`src/rtl/game_flow_ctrl.sv`:
```
// game_flow_ctrl
// Top-level game sequencer: requests a random hole layout, runs the ball
// through PLAYING, shows FAIL/WIN for RESULT_HOLD cycles, and tracks
// level / lives / score until GAMEOVER or DONE.
//
// Ports
//   i_clk, i_rst_n            clock, synchronous active-low reset
//   i_restart                 restart the game from level 0
//   i_rand_ready, i_rand_list random layout handshake and payload
//                             (x fields in low half, y fields in high half;
//                             each half = fail holes, win hole, ball init)
//   i_fail, i_win             ball entered a fail / win hole
//   i_roll_x/y, i_fix_x/y     rolling ball position, rest position in hole
//   o_rand_req, o_ball_rst    one-cycle request / ball-mover restart pulses
//   o_playing, o_state        state flags
//   o_level, o_lives, o_score game progress
//   o_fh_*, o_wh_*, o_bl_init_*  latched layout and fail-hole enable mask
//   o_bl_x/y                  ball position to draw
module game_flow_ctrl #(
    parameter int MAX_FAILHOLE_NUM = 7,
    parameter int COORD_W          = 10,
    parameter int NUM_LEVELS       = 4,
    parameter int LIVES            = 3,
    parameter int FH_BASE          = 3,
    parameter int RESULT_HOLD      = 50000000,
    parameter int SCORE_W          = 8,
    parameter int SPRITE_BL_X      = 144,
    parameter int SPRITE_BL_Y      = 74,
    localparam int N      = MAX_FAILHOLE_NUM,
    localparam int LVL_W  = (NUM_LEVELS > 1) ? $clog2(NUM_LEVELS) : 1,
    localparam int LIV_W  = $clog2(LIVES + 1),
    localparam int LIST_W = 2 * COORD_W * (N + 2)
) (
    input  logic                   i_clk,
    input  logic                   i_rst_n,
    input  logic                   i_restart,
    input  logic                   i_rand_ready,
    input  logic [LIST_W-1:0]      i_rand_list,
    input  logic                   i_fail,
    input  logic                   i_win,
    input  logic [COORD_W-1:0]     i_roll_x,
    input  logic [COORD_W-1:0]     i_roll_y,
    input  logic [COORD_W-1:0]     i_fix_x,
    input  logic [COORD_W-1:0]     i_fix_y,
    output logic                   o_rand_req,
    output logic                   o_ball_rst,
    output logic                   o_playing,
    output logic [2:0]             o_state,
    output logic [LVL_W-1:0]       o_level,
    output logic [LIV_W-1:0]       o_lives,
    output logic [SCORE_W-1:0]     o_score,
    output logic [COORD_W*N-1:0]   o_fh_pos_x,
    output logic [COORD_W*N-1:0]   o_fh_pos_y,
    output logic [N-1:0]           o_fh_active,
    output logic [COORD_W-1:0]     o_wh_pos_x,
    output logic [COORD_W-1:0]     o_wh_pos_y,
    output logic [COORD_W-1:0]     o_bl_init_x,
    output logic [COORD_W-1:0]     o_bl_init_y,
    output logic [COORD_W-1:0]     o_bl_x,
    output logic [COORD_W-1:0]     o_bl_y
);

    localparam int HALF   = COORD_W * (N + 2);
    localparam int HOLD_W = (RESULT_HOLD > 1) ? $clog2(RESULT_HOLD) : 1;

    typedef enum logic [2:0] {
        S_LOAD     = 3'd0,
        S_PLAYING  = 3'd1,
        S_FAIL     = 3'd2,
        S_WIN      = 3'd3,
        S_GAMEOVER = 3'd4,
        S_DONE     = 3'd5
    } state_t;

    state_t              state;
    logic [HOLD_W-1:0]   hold_cnt;
    logic [COORD_W-1:0]  fix_x;
    logic [COORD_W-1:0]  fix_y;
    logic [N-1:0]        fh_mask;
    logic                hold_done;

    // Enable mask for the current level: bit k set iff k < FH_BASE + level
    // (the loop bound caps it at N).
    always_comb begin
        fh_mask = '0;
        for (int unsigned k = 0; k < N; k++) begin
            if (k < (FH_BASE + int'(o_level)))
                fh_mask[k] = 1'b1;
        end
    end

    assign hold_done = (hold_cnt == HOLD_W'(RESULT_HOLD - 1));

    always_ff @(posedge i_clk) begin
        if (!i_rst_n) begin
            state       <= S_LOAD;
            o_rand_req  <= 1'b1;
            o_ball_rst  <= 1'b0;
            o_level     <= '0;
            o_lives     <= LIV_W'(LIVES);
            o_score     <= '0;
            hold_cnt    <= '0;
            o_fh_pos_x  <= '0;
            o_fh_pos_y  <= '0;
            o_fh_active <= '0;
            o_wh_pos_x  <= '0;
            o_wh_pos_y  <= '0;
            o_bl_init_x <= COORD_W'(SPRITE_BL_X);
            o_bl_init_y <= COORD_W'(SPRITE_BL_Y);
            fix_x       <= '0;
            fix_y       <= '0;
        end else if (i_restart) begin
            state      <= S_LOAD;
            o_rand_req <= 1'b1;
            o_ball_rst <= 1'b0;
            o_level    <= '0;
            o_lives    <= LIV_W'(LIVES);
            o_score    <= '0;
            hold_cnt   <= '0;
        end else begin
            // Pulses default low; state entries below raise them.
            o_rand_req <= 1'b0;
            o_ball_rst <= 1'b0;
            case (state)
                S_LOAD: begin
                    // o_rand_req high marks the first LOAD cycle, where a
                    // stale ready from the previous layout must be ignored.
                    if (!o_rand_req && i_rand_ready) begin
                        o_fh_pos_x  <= i_rand_list[0 +: COORD_W*N];
                        o_wh_pos_x  <= i_rand_list[COORD_W*N +: COORD_W];
                        o_bl_init_x <= i_rand_list[COORD_W*(N+1) +: COORD_W];
                        o_fh_pos_y  <= i_rand_list[HALF +: COORD_W*N];
                        o_wh_pos_y  <= i_rand_list[HALF+COORD_W*N +: COORD_W];
                        o_bl_init_y <= i_rand_list[HALF+COORD_W*(N+1) +: COORD_W];
                        o_fh_active <= fh_mask;
                        o_ball_rst  <= 1'b1;
                        state       <= S_PLAYING;
                    end
                end
                S_PLAYING: begin
                    if (i_fail) begin
                        o_lives  <= o_lives - LIV_W'(1);
                        fix_x    <= i_fix_x;
                        fix_y    <= i_fix_y;
                        hold_cnt <= '0;
                        state    <= S_FAIL;
                    end else if (i_win) begin
                        if (o_score != '1)
                            o_score <= o_score + SCORE_W'(1);
                        fix_x    <= i_fix_x;
                        fix_y    <= i_fix_y;
                        hold_cnt <= '0;
                        state    <= S_WIN;
                    end
                end
                S_FAIL: begin
                    if (hold_done) begin
                        if (o_lives == '0) begin
                            state <= S_GAMEOVER;
                        end else begin
                            o_ball_rst <= 1'b1;
                            state      <= S_PLAYING;
                        end
                    end else begin
                        hold_cnt <= hold_cnt + HOLD_W'(1);
                    end
                end
                S_WIN: begin
                    if (hold_done) begin
                        if (o_level == LVL_W'(NUM_LEVELS - 1)) begin
                            state <= S_DONE;
                        end else begin
                            o_level    <= o_level + LVL_W'(1);
                            o_rand_req <= 1'b1;
                            state      <= S_LOAD;
                        end
                    end else begin
                        hold_cnt <= hold_cnt + HOLD_W'(1);
                    end
                end
                S_GAMEOVER, S_DONE: begin
                    state <= state;
                end
                default: begin
                    o_rand_req <= 1'b1;
                    state      <= S_LOAD;
                end
            endcase
        end
    end

    assign o_state   = state;
    assign o_playing = (state == S_PLAYING);

    always_comb begin
        o_bl_x = fix_x;
        o_bl_y = fix_y;
        case (state)
            S_PLAYING: begin
                o_bl_x = i_roll_x;
                o_bl_y = i_roll_y;
            end
            S_LOAD: begin
                o_bl_x = o_bl_init_x;
                o_bl_y = o_bl_init_y;
            end
            default: begin
                o_bl_x = fix_x;
                o_bl_y = fix_y;
            end
        endcase
    end

endmodule

```
`config.mk`:
```
export PLATFORM = sky130hd
export DESIGN_NAME = game_flow_ctrl
export DESIGN_NICKNAME = d
export VERILOG_FILES = /design/src/rtl/game_flow_ctrl.sv
export SDC_FILE = /design/constraint.sdc
export NUM_CORES = 1
export LEC_CHECK = 0
export BUFFER_PORTS_ARGS = -buffer_cell sky130_fd_sc_hd__buf_2
export CAP_MARGIN = 20
export CORE_ASPECT_RATIO = 0.5
export CORE_MARGIN = 2
export CORE_UTILIZATION = 35
export DETAILED_ROUTE_END_ITERATION = 8
export MAX_ROUTING_LAYER = met4
export PLACE_DENSITY = 0.65
export REMOVE_ABC_BUFFERS = 1
export SYNTH_ARGS = -nofsm -noshare
export SYNTH_HDL_FRONTEND = slang
export SYNTH_SLANG_ARGS = --single-unit
```
`constraint.sdc`:
```
create_clock -name i_clk -period 2.9 [get_ports i_clk]
set_clock_uncertainty 0.1 [all_clocks]
set_input_delay 0.58 -clock i_clk [delete_from_list [all_inputs] [get_ports i_clk]]
set_output_delay 0.58 -clock i_clk [all_outputs]
set_load 0.005 [all_outputs]
```
==> flow_summary.toml, run 1 <==
[outcome]
status = "finished clean"

[power_and_ir_drop]
intPower_w = 0.005665
power_frac_comb_pct = 7.0
switching_share_pct = 22.98
seqPwrFrac_pct = 48.0
powerDensity_nw_per_um2 = 539.1
pwr-share-clk_pct = 45.1
ir_drop_uv = 430.6
p_sw_w = 0.001690
leakagePower_nw = 5.778

[synthesis]
synth_ff_type = "dfxtp_1"
synth.area.mux_share_pct = 2.241
synth_cell_types = 50
synth_edf_count = 0
synth_top_area_share_pct = 48.71
async_reset_ff_share_pct = 0
netlist.top_cell.by_area = "dfxtp_1"
synth_compound_area_share_pct = 19.86
ys_seq_elements = 250
synth_top_family_by_area = "simple AND/OR/NAND/NOR gates"
synth_seq_area_share_pct = 48.71
synthTopCellsByArea = "dfxtp_1 (49%), nand2_1 (16%), a21boi_0 (11%)"
yosysMostFrequentCell = "nand2_1"
avgSynthCellArea_um2 = 8.200
synthSimpleGateAreaFrac_pct = 23.11
syn_area_um2 = 10270
synthAdderAreaFrac_pct = 0.8524
synth_common_cells = "nand2_1 (450), dfxtp_1 (250), a21boi_0 (153)"
yosys_warnings = 0
synth_xor_area_share_pct = 0.8524
syn_inst = 1253

[timing]
fmax_mhz = 373.2
period_share_pct = 92.41
slew_violations = 0
hold_viol = 0
rsz0062_at_grt = "no"
fin_crit_ns = 2.680
worst_pin_slew_ns = 0.8163
hold_ws_ns = 0.1612
setup_viol = 0
slew_headroom_pct = 45.58

[floorplan]
core.rowCount = 44
ioPinCount = 451
dieHeight_um = 125.2
die_x_um = 246.3
start_util_pct = 35.48
core_um2 = 28960
dieArea_um2 = 30830

[worst_setup_path]
cp-start-kind = "flip-flop"
cp.arrival_ns = 2.00
slowest_delay_ns = 0.51
crit_path_end_kind = "output port"
worstPathCellList = "or2_1 > buf_6 > nand2_1 > o21ai_0 > buf_2"
cp_slowest_cell = "dfxtp_1"
crit_fanout = 39
path_class = "flip-flop to output port"
reg2reg_slack_ns = 0.48
cp.required_ns = 2.22

[final_layout]
nets = 1888
synthToLayoutAreaGrowth_pct = 32.78
final_layout_size_suffix_gt1_share_pct = 31.02
final_cells = 2069

[route]
drt_iter0_markers = 699
ant_nets = 0
wl_per_cell_um = 15.87
vias_per_cell = 4.750
drtPass1Iterations = 5
via_count = 9827
wl_um = 32830
drcViolationCount = 0

[clock_network]
cts_made_buffers = 24
clk_pin_slew_ns = 0.06
insertion_delay_ns = 0.52
cts_buffer_depth = 3
cts_resized = 0
htreeDepth = 1
postCtsHoldBufs = 0
clock-sinks = 250
cts_setup_buffers = 0
cts_tree = "done"
root_buffer = "clkbuf_16"

[grt]
grt_pass1_vias = 9084
antenna_found_initial = 5
grt_overflow = 0
grt_first_pass_wirelength_um = 50550
grtUsageTotal_pct = 20.99
grt_max_degree = 208

[placed_design]
gp_congestion = 0.9238
dp_cells = 2020
numPortBuffers = 450
dp_hpwl_um = 23270

[job]
maxCapViolCount = 0

[hold_path]
hold_class = "input port to flip-flop"
## layer usage
layer  global-route usage (%)  vias up  part of all wire (%)
met5                        -        -                     0
met4                    7.477        0                   3.3
met3                    3.027       71                   3.9
met2                    35.01      207                    50
met1                    25.91     4574                    43
li1                         -     4975                     -
## worst paths after layout
kind                                            startpoint                           to  depth (start not counted)
worst max-delay path               o_state[2]$_SDFFE_PP0P_                    o_bl_y[2]                          5
worst min-delay path                      i_rand_list[173]  o_bl_init_y[3]$_SDFFE_PN1P_                          3
worst max register to register     o_state[1]$_SDFFE_PP0P_      o_level[0]$_SDFFE_PP0P_                          5
worst min register to register  o_wh_pos_y[1]$_SDFFE_PN0P_   o_wh_pos_y[1]$_SDFFE_PN0P_                          2
## cells in the final DEF, fill, tap and decap left out, types with 4 or more instances in the layout
cell type  count
a21boi_0     153
a21boi_1      43
a21oi_1       25
a31oi_1        5
and3_1         4
buf_12         4
buf_2        449
buf_4         12
clkbuf_16     25
clkinv_2      10
dfxtp_1      249
diode_2        5
ha_1           7
inv_1         13
mux2i_1       23
nand2_1      450
nand3_1       23
nand4_1       11
nor2_1        21
nor3_1        13
nor4_1         4
o211a_1        4
o21ai_0       45
o31ai_1        6
or3_1          8
or4_1          7
xnor2_1        9
## power by group through the flow
| stage | logic, W | clock network [W] | registers [W] |
|---|---|---|---|
| final | 0.000512 | 0.00332 | 0.00353 |
| after global routing | 0.000564 | 0.00354 | 0.00353 |
| after CTS | 0.000515 | 0.00340 | 0.00353 |
| after detailed placement | 0.000514 | 0 | 0.00360 |
| after global placement | 0.000511 | 0 | 0.00360 |
| after floorplan | 0.000175 | 0 | 0.00361 |
## per-stage QoR
step	util, %	TNS [ns]	worst slack (ns)	instance area (µm²)	total power, W
floorplan	-	-542.94	-3.091	9878	0.003788
global placement	44.22	0	0.6053	12800	0.004114
detailed placement	44.22	0	0.5750	12800	0.004118
CTS	47.06	0	0.1259	13630	0.007440
global route	47.11	0	0.08572	13640	0.007633
finish	47.11	0	0.2202	13640	0.007355
## state kept, by name (all words and copies together), names as in the netlist, 2 cells and up
name and flops:
o_level 2, fix_x 10, o_lives 2, o_bl_init_x 10, fix_y 10, o_wh_pos_y 10, o_score 8, hold_cnt 26
o_wh_pos_x 10, o_bl_init_y 10, o_fh_pos_x 70, o_fh_active 7, o_fh_pos_y 70, o_state 3
## worst max-delay path: cells and delay by family, from the launching register on
family | cells | cell delay, ns
buf+inv | 2 | 0.46
flops | 1 | 0.51
compound gates | 1 | 0.09
simple gates | 2 | 0.40
## cell families after synthesis
kind of cell	Yosys count
flip-flops	250
XOR/XNOR	10
multiplexers	23
buffers and inverters	104
adder cells (fa/ha/maj)	7
AND/OR/NAND/NOR	566
AO/OA/AOI/OAI	293
## final cells by class
cell class,instances,area [µm²]
Clock inverter,14,147.6
Multi-Input combinational cell,899,4832
Tap cell,391,489.2
Timing Repair Buffer,466,2429
Clock buffer,30,674.4
Inverter,14,52.55
Fill cell,2921,15310
Antenna cell,5,12.51
Sequential cell,250,5006
Note: power is estimated with default switching activity, not from simulation.
==> run 2: changes to the inputs <==
- clock period: 2.9 -> 2.8 ns (I/O delays scaled with it)
==> run 2 against run 1 <==
Via count grew 0.48%. Final area increased by 0.36%. Critical endpoint is now o_bl_y[7]. First-iteration DRC count shrank 15%. Cell count rose by 0.19%. Flip-flop and latch count unchanged. Worst setup slack lost 0.010 ns. Largest power group unchanged. Sequential share of layout area fell by 0.13 points. Global-route usage fell by 0.32 points. Utilization increased by 0.17 points.
==> flow_summary.toml, run 2 (same netlist as run 1, synthesis figures left out) <==
[timing]
slew_headroom_pct = 43.16
worst_pin_slew_ns = 0.8526
rsz0062_at_grt = "no"
fmax_mhz = 386.1
slew_violations = 0
hold_ws_ns = 0.1392
fin_crit_ns = 2.590
hold_viol = 0
period_share_pct = 92.49
setup_viol = 0

[worst_setup_path]
crit_fanout = 29
worstReg2RegStart = "hold_cnt[2]$_SDFFE_PP0P_"
cp_slowest_cell = "or2_2"
crit_start = "o_state[2]$_SDFFE_PP0P_"
cp.arrival_ns = 1.93
slowest_delay_ns = 0.42
cp-start-kind = "flip-flop"
path_class = "flip-flop to output port"
crit_path_end_kind = "output port"
worstPathCellList = "or2_2 > buf_4 > o21ai_0 > buf_2"
cp.required_ns = 2.14

[power_and_ir_drop]
design_power_total_w = 0.007483
ir_drop_uv = 436.4
powerDensity_nw_per_um2 = 546.5
leakagePower_nw = 5.803

[route]
via_count = 9874
vias_per_cell = 4.763
drt_iter0_markers = 596
drcViolationCount = 0
wl_per_cell_um = 15.65
ant_nets = 0
drtPass1Iterations = 5
wl_um = 32450

[grt]
antenna_found_initial = 3
grt_overflow = 0
grtUsageTotal_pct = 20.67
grt_max_degree = 187
top_usage_layer = "met2"
grtUsageMet1_pct = 25.45
grt_first_pass_wirelength_um = 49860
grtUsageMet3_pct = 2.877
grt_pass1_vias = 9025
grtUsageMet2_pct = 34.90

[clock_network]
cts_buffer_depth = 3
clock-sinks = 250
cts_made_buffers = 24
htreeDepth = 1
postCtsHoldBufs = 0
cts_tree = "done"
insertion_delay_ns = 0.52
cts_setup_buffers = 0
root_buffer = "clkbuf_16"
cts_resized = 0
clk_pin_slew_ns = 0.06

[placed_design]
dp_cells = 2027
gp_congestion = 0.9196
dp_hpwl_um = 23440
numPortBuffers = 450

[job]
maxCapViolCount = 0

[final_layout]
synthToLayoutAreaGrowth_pct = 33.26
mostFrequentLayoutCells = "nand2_1 (450), buf_2 (449), dfxtp_1 (249)"
finish.utilization_pct = 47.28
largestRegisters = "o_fh_pos_x: 70 flops, o_fh_pos_y: 70 flops, hold_cnt: 26 flops"
final_layout_size_suffix_gt1_share_pct = 31.21
nets = 1895
final_cells = 2073
mostFrequentLayoutCell = "nand2_1"

[floorplan]
start_util_pct = 35.48
ioPinCount = 451
core_um2 = 28960
dieHeight_um = 125.2
dieArea_um2 = 30830
core.rowCount = 44
die_x_um = 246.3

[outcome]
status = "finished clean"

[hold_path]
hold_class = "input port to flip-flop"
hp-start = "i_rand_list[84]"
[run 2: cell count changes in the layout (fill, tap and decap cells not counted), sizes merged]
cell      delta
buf          +7
clkbuf       +6
clkinv       -6
bufinv       -2
diode        -2
clkinvlp     +1
[run 2: path summary, 6_finish.rpt]
check,cells past startpoint,endpoint,slack [ns]
setup / recovery,4,o_bl_y[7],0.21
hold / removal,3,o_bl_init_x[4]$_SDFFE_PN1P_,0.14
setup reg to reg,5,hold_cnt[19]$_SDFFE_PP0P_,0.52
hold reg to reg,2,o_fh_pos_x[12]$_SDFFE_PN0P_,0.35
[run 2: layout make-up]
class                      instances  area, µm²
sequential                       250       5006
tap                              391      489.2
clock inverter                     7      65.06
multi-input combinational        899       4832
fill                            2997      15270
timing repair buffer             473       2502
antenna                            3      7.507
inverter                          14      52.55
clock buffer                      36      737.0
[run 2: per-layer routing]
layer | share of wire [%] | vias to the layer above
li1 | - | 4993
met5 | 0 | -
met3 | 3.8 | 66
met2 | 50 | 211
met1 | 43 | 4604
met4 | 3.1 | 0
[run 2: report_power, final]
group / internal, W / switching (W)
Combinational: 0.000266 / 0.000268
Sequential: 0.00362 / 0.0000360
Clock: 0.00191 / 0.00138
Total: 0.00579 / 0.00169
[run 2: worst max-delay path, delay by kind of cell (launching register included)]
family,cells,cell delay [ns]
buffers and inverters,2,0.44
AND/OR/NAND/NOR,1,0.42
flip-flops,1,0.30
AO/OA/AOI/OAI,1,0.23
[run 2: stage by stage]
stage / setup slack [ns] / area [µm²] / setup TNS, ns
2_1_floorplan: -3.191 / 9878 / -563.91
3_3_place_gp: 0.5610 / 12880 / 0
3_5_place_dp: 0.5742 / 12880 / 0
4_1_cts: 0.05852 / 13680 / 0
5_1_grt: 0.07481 / 13690 / 0
6_report: 0.2103 / 13690 / 0
==> run 3: changes to the inputs <==
- CORE_AREA: default -> 2 2 173 175
- CORE_ASPECT_RATIO: 0.5 -> default
- CORE_MARGIN: 2 -> default
- CORE_UTILIZATION: 35 -> default
- DIE_AREA: default -> 0 0 175 177
- PLACE_DENSITY: 0.65 -> 0.66
==> run 3 against run 2 <==
Utilization down 0.15 points. Clock power is 14% higher. Flip-flop and latch count unchanged. Combinational power fell by 1%. Clock-buffer cell count rose by 7. Global-route usage grew 0.23 points. Via count grew 1.0%. First-iteration DRC count fell by 13%. Worst setup slack worse by 0.028 ns. Sequential share of layout area is 0.25 points lower. Cell count rose by 0.53%.
==> flow_summary.toml, run 3 (same netlist as run 1, synthesis figures left out) <==
[worst_setup_path]
path_delay_family = "flip-flops"
path_class = "flip-flop to output port"
reg2reg_slack_ns = 0.55
cp.required_ns = 2.14
crit_buf_inv = 2
worstReg2RegStart = "hold_cnt[8]$_SDFFE_PP0P_"
cp_num_cells = 4
worstPathCellList = "buf_6 > mux2i_1 > o21ai_0 > buf_2"
cp.arrival_ns = 1.96
cp_slowest_cell = "dfxtp_2"
slowest_delay_ns = 0.51
crit_path_end_kind = "output port"
cp-start-kind = "flip-flop"
r2r-end = "hold_cnt[19]$_SDFFE_PP0P_"
worst_r2r_path_depth = 5
crit_fanout = 20

[hold_path]
hold_class = "input port to flip-flop"
hp-start = "i_rand_list[176]"
hold-path-cell-count = 3
holdPathEnd = "o_bl_init_y[6]$_SDFFE_PN1P_"

[grt]
grt_max_degree = 111
grt_overflow = 0
grt_pass1_vias = 9107
grtUsageTotal_pct = 20.89
grt_first_pass_wirelength_um = 50300
antenna_found_initial = 12

[clock_network]
postCtsHoldBufs = 0
htreeDepth = 1
cts_buffer_depth = 3
cts_tree = "done"
root_buffer = "clkbuf_16"
insertion_delay_ns = 0.54
clock-sinks = 250
clk_pin_slew_ns = 0.06
cts_setup_buffers = 0
cts_made_buffers = 28

[power_and_ir_drop]
powerDensity_nw_per_um2 = 574.7
ir_drop_uv = 471.0
leakagePower_nw = 5.837

[placed_design]
dp_cells = 2020
dp_hpwl_um = 24260
placed_area_um2 = 12800
numPortBuffers = 450
gp_congestion = 0.8724

[job]
maxCapViolCount = 0

[outcome]
status = "finished clean"

[route]
via_count = 9976
wl_per_cell_um = 16.06
drt_iter0_markers = 518
wl_um = 33470
vias_per_cell = 4.787
drtPass1Iterations = 5
drcViolationCount = 0
ant_nets = 0

[final_layout]
final_cells = 2084
multi_input_area_um2 = 4827
fillers = 2917
finish.utilization_pct = 47.14
nets = 1893
mostFrequentLayoutCells = "nand2_1 (450), buf_2 (449), dfxtp_1 (249)"
mostFrequentLayoutCell = "nand2_1"
final_layout_size_suffix_gt1_share_pct = 30.99
fin_area_um2 = 13780
largestRegisters = "o_fh_pos_x: 70 flops, o_fh_pos_y: 70 flops, hold_cnt: 26 flops"
seq_area_um2 = 5006
synthToLayoutAreaGrowth_pct = 34.16

[timing]
worst_pin_slew_ns = 0.9691
hold_ws_ns = 0.1388
slew_headroom_pct = 35.39
fin_crit_ns = 2.618
period_share_pct = 93.49
fmax_mhz = 382.0
hold_viol = 0
rsz0062_at_grt = "no"
slew_violations = 0
setup_viol = 0

[floorplan]
dieHeight_um = 177
die_x_um = 175
dieArea_um2 = 30980
start_util_pct = 35.13
core.rowCount = 63
core_um2 = 29240
ioPinCount = 451
==> run 3: cell count changes in the layout (fill, tap and decap cells not counted), moves of 2 or more <==
cell	previous run	this run
diode_2	3	13
buf_4	18	13
clkbuf_1	4	7
buf_12	6	4
clkinvlp_4	2	0
clkbuf_16	25	29
==> run 3: per-layer routing <==
metal  share of wire [%]  vias to the layer above  GRT usage [%]
met5                   0                        -              -
met4                 2.5                        0          5.903
met3                 7.5                       56          5.563
met2                  49                      332          35.49
met1                  41                     4570          24.36
li1                    -                     5018              -
==> run 3: worst max-delay path by stage <==
stage | startpoint | to | slack (ns)
floorplan | o_state[2]$_SDFFE_PP0P_ | o_fh_active[0]$_SDFFE_PN0P_ | -3.19
global placement | i_roll_y[2] | o_bl_y[2] | 0.49
detailed placement | o_state[0]$_SDFFE_PP0P_ | hold_cnt[4]$_SDFFE_PP0P_ | 0.50
CTS | o_state[2]$_SDFFE_PP0P_ | o_bl_x[3] | 0.04
global route | o_state[2]$_SDFFE_PP0P_ | o_bl_y[5] | 0.04
finish | o_state[0]$_SDFFE_PP0P_ | o_bl_x[1] | 0.18
==> run 3: cell type report <==
type / instances / area share, %
inverters: 14 / 0.3812
diodes: 13 / 0.2360
well taps: 390 / 3.540
clock buffers: 43 / 6.154
clock inverters: 8 / 0.6808
flip-flops and latches: 250 / 36.32
multi-input cells: 899 / 35.02
repair buffers: 467 / 17.67
==> run 3: worst reg2reg max path: cells and delay by family (launching register included) <==
| family | cells | cell delay [ns] |
|---|---|---|
| simple gates | 4 | 1.51 |
| flops | 1 | 0.42 |
| compound gates | 1 | 0.15 |
==> run 3: repair_timing <==
action / 4_1_cts / 5_1_grt
gates resized for setup: 1 / 2
endpoints found under the setup margin: 1 / 17
endpoints found under the hold margin: 0 / 0
==> run 3: through the flow <==
step	TNS, ns	setup slack [ns]	total power [W]
after floorplan	-563.91	-3.191	0.003923
after global placement	0	0.4875	0.004259
after detailed placement	0	0.4994	0.004266
after CTS	0	0.04233	0.008037
after global routing	0	0.04313	0.008218
final	0	0.1822	0.007922
==> run 3: report_power, final <==
part | internal [W] | switching (W)
Sequential | 0.00362 | 0.0000362
Clock | 0.00226 | 0.00148
Combinational | 0.000263 | 0.000265
Total | 0.00614 | 0.00178
